`src/rtl/afifo_rd_packer.sv`:
```
// Read-side packer for the byte-wide async FIFO: gathers NBYTES fall-through bytes
// little-endian into one word on a valid/ready stream; flush emits a partial word.
module afifo_rd_packer #(
    parameter int unsigned NBYTES = 4,
    parameter int unsigned CW     = 16
) (
    input  logic                rclk,
    input  logic                rst,
    input  logic                fifo_empty,
    input  logic [7:0]          fifo_dout,
    output logic                fifo_rd_en,
    input  logic                flush,
    output logic [8*NBYTES-1:0] m_data,
    output logic [NBYTES-1:0]   m_keep,
    output logic                m_last,
    output logic                m_valid,
    input  logic                m_ready,
    output logic [CW-1:0]       words_out,
    output logic                busy
);
    localparam int unsigned     CNTW     = $clog2(NBYTES + 1);
    localparam logic [CNTW-1:0] CNT_FULL = CNTW'(NBYTES);

    logic [8*NBYTES-1:0] asm_q, asm_d;
    logic [CNTW-1:0]     cnt_q, cnt_d;
    logic [8*NBYTES-1:0] data_q, data_d;
    logic [NBYTES-1:0]   keep_q, keep_d;
    logic                last_q, last_d;
    logic                valid_q, valid_d;
    logic [CW-1:0]       words_q, words_d;

    logic cnt_full;
    logic cnt_nz;
    logic slot_free;
    logic hold_pops;
    logic full_load;
    logic flush_load;
    logic load;

    always_comb begin
        cnt_full   = (cnt_q == CNT_FULL);
        cnt_nz     = (cnt_q != '0);
        slot_free  = !valid_q || m_ready;
        // A pending flush freezes the partial word until the output slot frees up.
        hold_pops  = flush && cnt_nz;
        fifo_rd_en = !rst && !fifo_empty && !cnt_full && !hold_pops;
        full_load  = cnt_full && slot_free;
        flush_load = hold_pops && !cnt_full && slot_free;
        load       = full_load || flush_load;
    end

    always_comb begin
        asm_d   = asm_q;
        cnt_d   = cnt_q;
        data_d  = data_q;
        keep_d  = keep_q;
        last_d  = last_q;
        valid_d = valid_q;
        words_d = words_q;

        if (valid_q && m_ready) begin
            valid_d = 1'b0;
            words_d = words_q + CW'(1);
        end

        // Load and pop are mutually exclusive: both load paths force fifo_rd_en low.
        if (load) begin
            data_d  = asm_q;
            last_d  = flush_load;
            valid_d = 1'b1;
            for (int i = 0; i < NBYTES; i++) begin
                keep_d[i] = (CNTW'(i) < cnt_q);
            end
            asm_d = '0;
            cnt_d = '0;
        end else if (fifo_rd_en) begin
            for (int i = 0; i < NBYTES; i++) begin
                if (CNTW'(i) == cnt_q) begin
                    asm_d[8*i +: 8] = fifo_dout;
                end
            end
            cnt_d = cnt_q + CNTW'(1);
        end
    end

    always_ff @(posedge rclk) begin
        if (rst) begin
            asm_q   <= '0;
            cnt_q   <= '0;
            data_q  <= '0;
            keep_q  <= '0;
            last_q  <= 1'b0;
            valid_q <= 1'b0;
            words_q <= '0;
        end else begin
            asm_q   <= asm_d;
            cnt_q   <= cnt_d;
            data_q  <= data_d;
            keep_q  <= keep_d;
            last_q  <= last_d;
            valid_q <= valid_d;
            words_q <= words_d;
        end
    end

    assign m_data    = data_q;
    assign m_keep    = keep_q;
    assign m_last    = last_q;
    assign m_valid   = valid_q;
    assign words_out = words_q;
    assign busy      = cnt_nz || valid_q;

endmodule

```
`config.mk`:
```
export PLATFORM = sky130hd
export DESIGN_NAME = afifo_rd_packer
export DESIGN_NICKNAME = d
export VERILOG_FILES = /design/src/rtl/afifo_rd_packer.sv
export SDC_FILE = /design/constraint.sdc
export NUM_CORES = 1
export LEC_CHECK = 0
export ABC_AREA = 1
export BUFFER_PORTS_ARGS = -buffer_cell sky130_fd_sc_hd__buf_4
export CELL_PAD_IN_SITES_DETAIL_PLACEMENT = 0
export CELL_PAD_IN_SITES_GLOBAL_PLACEMENT = 1
export CORE_UTILIZATION = 39
export DETAILED_ROUTE_END_ITERATION = 12
export PLACE_DENSITY = 0.78
export SLEW_MARGIN = 10
export SYNTH_ARGS = -nofsm -noshare
export SYNTH_HDL_FRONTEND = slang
export SYNTH_SLANG_ARGS = --single-unit
```
`constraint.sdc`:
```
create_clock -name rclk -period 1.95 [get_ports rclk]
set_input_delay 0.39 -clock rclk [delete_from_list [all_inputs] [get_ports rclk]]
set_output_delay 0.39 -clock rclk [all_outputs]
set_load 0.02 [all_outputs]
```
### Yosys cells after proc, flatten, opt, wreduce, memory -nomap -nowiden

Cells that the tools add are included.

* bits in registers: 89
* input port bits: 13
* output and inout port bits: 56
* word-level logic and storage cells: 46

* $add $sub $neg: 2
* order comparisons: 4
* eq/ne operators: 4
* mux-type cells: 2
* reductions and logical operators: 24

Operators with widths (number)
* $add A16 B1 Y16 const B: 1
* $logic_and A1 B1 Y1: 8
* $reduce_and A2 Y1: 4
* $eq A2 B3 Y1 const A: 2
* $lt A1 B3 Y1 const A: 2
* $lt A2 B3 Y1 const A: 2
* $logic_not A1 Y1: 5
* $add A3 B1 Y3 const B: 1
* $eq A1 B3 Y1 const A: 1
* $eq A3 B3 Y1 const B: 1
* $logic_not A3 Y1: 1
* $logic_or A1 B1 Y1: 3
* $reduce_bool A3 Y1: 1
* $mux W1: 2
* $reduce_bool A2 Y1: 1
* $reduce_or A2 Y1: 1

### Depth between registers and ports, before layout

* depth in word-level cells: 6
* gate-level depth with buffers: 11

### Worst setup path before layout

Ideal clock, no wire load.

* kind: reg2reg
* start: reg cnt_q[0]
* end: reg keep_q[2] (netlist: m_keep[2])
* data arrival time: 1.502 ns
* setup slack: 0.319 ns
* cell stages (with the launch flop): 12
* cells stage by stage: dfxtp_1 inv_1 ha_1 inv_1 nand2_1 nand2_2 nand2_2 inv_2 nor2_4 buf_2 nand2_1 o31ai_1

* word-level cells in the longest chain between the ends: 5

RTL lines
* from (decl): RTL line 25 `logic [CNTW-1:0] cnt_q, cnt_d;`
* from (signal assigned): RTL line 97 `cnt_q <= cnt_d;`
* $eq A3 B3 Y1 or $reduce_bool A3 Y1 (tied branches): RTL line 41, 42
* $logic_not A1 Y1 or $logic_and A1 B1 Y1 (tied branches): RTL line 48, 45
* $logic_and A1 B1 Y1 (2 in series): RTL line 48 `flush_load = hold_pops && !cnt_full && slot_free;`
* $logic_or A1 B1 Y1: RTL line 49 `load = full_load || flush_load;`
* to (signal assigned): RTL line 99 `keep_q <= keep_d;`
* to (decl): RTL line 27 `logic [NBYTES-1:0] keep_q, keep_d;`

Several ways; a longest one is shown, not always the timed one.
A chain may end at the register's enable or synchronous reset.

### Worst setup path in the final report

* start: reg cnt_q[0]
* end: out fifo_rd_en

* word-level cells in the longest chain between the ends: 4

RTL lines
* $eq A3 B3 Y1 or $reduce_bool A3 Y1 (tied branches): RTL line 41, 42
* $logic_not A1 Y1 or $logic_and A1 B1 Y1 (tied branches): RTL line 46, 45
* $logic_and A1 B1 Y1 or $logic_not A1 Y1 (tied branches): RTL line 46 `fifo_rd_en = !rst && !fifo_empty && !cnt_full && !hold_pops;`
* $logic_and A1 B1 Y1 *: RTL line 46
* to (decl): RTL line 11 `output logic fifo_rd_en,`

Mark *: on every way between the ends. The rest lies on a longest branch, timed or not.

==> summary.md <==
| Metric | Value |
|---|---|
| Quantity of hold-fixing buffers added after cts | 0 |
| Hold Crit Depth | 2 |
| Proportion of layout cells with a drive suffix above 1 | 20.7% |
| Predominant post-synthesis flop cell | sky130_fd_sc_hd__dfxtp_1 |
| Largest net degree at the start of global routing | 35 |
| Setup repair after global routing missed its margin | no |
| First-pass GRT wire length | 13.6 mm |
| Commonest cells after routing, fill and taps aside | 137 x sky130_fd_sc_hd__nor2_1, 88 x sky130_fd_sc_hd__dfxtp_1, 77 x sky130_fd_sc_hd__buf_4 |
| Final setup fails | 0 |
| Cell Pwr Density | 861 nW/um^2 |
| Critical path start-end classification | register to primary output |
| Share of synthesized cell area in full adder, half adder and majority cells | 1.43% |
| Portion of synthesized cell area occupied by the leading cell type | 50.8% |
| Maximum frequency from static timing analysis | 540 MHz |
| Met3 usage | 3.90% |
| Worst Skew | 0.0149 ns |
| Half-perimeter wire length after detailed placement | 5.66 mm |
| Warnings, synthesis | 0 |
| Maximum vdd ir drop | 0.409 mV |
| Number of buffers inserted during clock tree synthesis | 9 |
| Starting Density | 40.2% |
| Element type at the critical path start | register |
| Net switching power | 1.02 mW |
| Part of the total power dissipated in the clock network | 33.0% |
| Total number of clock tree sinks | 89 |
| Post-synth EDFFs | 0 |
| Row cnt | 34 |
| Skew-Pair Late Insertion Delay | 0.35 ns |
| Switching part of the total power | 27.2% |
| Average wire per standard cell | 12.4 um |
| Number of input and output port buffers inserted | 68 |
| Via count of the routed design | 3020 |
| Overall die area | 9370 sq um |
| Actual transition at the worst max-transition pin | 0.347 ns |
| Clock Pin Slew Worst Setup and Hold Paths | 0.09 ns |
| Total global routing overflow | 0 |
| Pins Over Slew Limit | 0 |
| Post-DR vias/cell | 4.65 |
| Routing layer with the top usage in global route | met2 |
| Number of primary I/O pins | 69 |
| Crit share post-route | 95.0% |
| Internal power of the cells | 2.72 mW |
| Global-route met2 utilization | 26.8% |
| Number of hold violations in the final report | 0 |
| Buffer levels on the longest clock path | 2 |
| Hold crit path type | input port to register |
| Cell area after synthesis | 3510 sq um |
| Area Overhead vs Synth | 24.1% |
| Cell count after synthesis | 465 |
| Number of distinct library cell variants in the gate-level netlist after synthesis | 33 |
| Post-synthesis area per instance | 7.54 sq um |
| Async set-or-reset flop fraction in the synthesized netlist | 0% |
| Core area | 8720 sq um |
| Cell taking the most area after synthesis | sky130_fd_sc_hd__dfxtp_1 |
| Floorplan die height | 96.8 um |
| Flip-flop and latch count after synthesis | 89 |
| Top fanout value on the critical path | 4 |
| Number of cell instances on the worst register-to-register path | 10 |
| Post-synthesis xor/xnor area fraction | 0.250% |
| Antenna Nets Post-Route | 0 |
| Most common cell after layout, fill and taps aside | sky130_fd_sc_hd__nor2_1 |
| Top post-synthesis cells by area | sky130_fd_sc_hd__dfxtp_1 51%, sky130_fd_sc_hd__nor2_1 15%, sky130_fd_sc_hd__o21ai_0 8.3% |
| Mux contribution to synthesized area | 0% |
| Max Cap Violations | 0 |
| Number of levels in the clock H-tree | 3 |
| Lkg Pwr | 1.93 nW |
| 1st-iter DRT viols | 91 |
| Met1 Track Usage GR | 25.3% |
| Global placer's final weighted congestion | 0.746 |
| Number of fill cells in the layout | 886 |
| Arrival time of data at the critical path endpoint | 1.46 ns |
| Chip Width | 96.8 um |
| CTS tree | done |
| Detailed-routing iteration count for the pre-antenna-repair pass | 4 |
| Wire length after detailed routing | 8.04 mm |
| Post-Syn Nets | 482 |
| Number of design rule violations left after detail routing | 0 |
| Final worst slack | 0.0976 ns |
| Setup slack, reg-to-reg | 0.19 ns |
| Pre-CTS setup slack | 0.162 ns |
| Dominant combinational cell family by area after synthesis | simple AND/OR/NAND/NOR gates |
| Run status | complete, no violations |
| Reg power frac | 52.1% |
| Required time of the worst setup path | 1.56 ns |
| Post-Synth Simple-Gate Area | 28.6% |
| Clk root buf | sky130_fd_sc_hd__clkbuf_8 |
| Total negative slack | 0 ns |
| Seq/Total Area, Yosys | 50.8% |
| Gate power share | 14.9% |
| Via count of the first global-routing pass | 2763 |
| Diodes inserted | 0 |
| All-Layer GR Usage | 18.1% |
| Clock period minus final worst setup slack | 1.85 ns |
| Endpoint kind of the worst setup timing path | primary output |
| Compound-gate portion of the synthesized area | 11.9% |
| Antenna violations before repair | 0 |
| Relative slew margins | 76.9% |
| Final-stage net count | 553 |
logic make-up after synthesis:
group                    count (synthesis)
AND/OR/NAND/NOR                        234
flip-flops                              89
AO/OA/AOI/OAI                           81
buffers and inverters                   56
adder cells (fa/ha/maj)                  4
XOR/XNOR                                 1
what timing repair did:
action	in CTS	in global routing
setup buffers	1	0
pin swaps	1	0
resized for setup	1	4
endpoints found under the setup margin	1	28
power groups by stage:
| stage | clock network (mW) | registers, mW | logic (mW) |
|---|---|---|---|
| 3_5_place_dp | 0 | 1.99 | 0.557 |
| 5_1_grt | 1.36 | 1.96 | 0.617 |
| 2_1_floorplan | 0 | 2.07 | 0.268 |
| 4_1_cts | 1.29 | 1.95 | 0.560 |
| 3_3_place_gp | 0 | 1.99 | 0.550 |
| 6_report | 1.24 | 1.95 | 0.558 |
critical path, cell delays in order (launching register included):
cell and delay, ns:
sky130_fd_sc_hd__dfxtp_1 0.35, sky130_fd_sc_hd__inv_2 0.06, sky130_fd_sc_hd__ha_1 0.20, sky130_fd_sc_hd__inv_1 0.10, sky130_fd_sc_hd__nand2_2 0.09, sky130_fd_sc_hd__nand2_4 0.11, sky130_fd_sc_hd__nor2_8 0.06, sky130_fd_sc_hd__buf_4 0.15
through the flow:
stage / power (mW) / cells / hold WS [ns] / util, % / cell area (sq um)
2_1_floorplan: 2.34 / 465 / 0.449 / - / 3510
3_3_place_gp: 2.54 / 632 / 0.450 / 47.3 / 4130
3_5_place_dp: 2.55 / 632 / 0.468 / 47.3 / 4130
4_1_cts: 3.80 / 649 / 0.285 / 49.8 / 4340
5_1_grt: 3.94 / 649 / 0.287 / 49.9 / 4350
6_report: 3.74 / 649 / 0.299 / 49.9 / 4350
final cells by class:
type                       instances  area (sq um)  area share, %
tap                              108           135           3.11
sequential                        89          1780           41.0
clock inverter                     3          22.5          0.518
multi-input combinational        320          1490           34.2
inverter                          38           143           3.28
clock buffer                      13           179           4.11
timing repair buffer              78           598           13.8
Yosys cell counts (all sizes together) (2+ instances only):
library cell    n
nor3            2
ha              4
nor2          140
inv            37
dfxtp          89
nand4           3
clkbuf          6
a21oi          11
o21ai          65
buf            12
nand2          64
nand3          20
o31ai           2
state kept, by name, indices dropped and copies added (netlist names):
name       count
words_out     16
m_keep         4
m_valid        1
cnt_q          3
m_data        32
m_last         1
asm_q         32
metal layers:
metal | share of wire, % | up-vias | wire length (um)
met3 | 4.8 | 6 | 389
li1 | - | 1620 | -
met2 | 43 | 59 | 3490
met5 | 0 | - | 0
met1 | 51 | 1335 | 4080
met4 | 1.1 | 0 | 85
worst paths after layout:
| check | start | end |
|---|---|---|
| max | cnt_q[0]$_SDFFE_PP0N_ | fifo_rd_en |
| min | rst | words_out[4]$_SDFFE_PP0P_ |
| max reg2reg | cnt_q[0]$_SDFFE_PP0N_ | asm_q[25]$_SDFFE_PP0P_ |
| min reg2reg | asm_q[28]$_SDFFE_PP0P_ | asm_q[28]$_SDFFE_PP0P_ |
No activity file was read; power rests on OpenSTA's default activity.
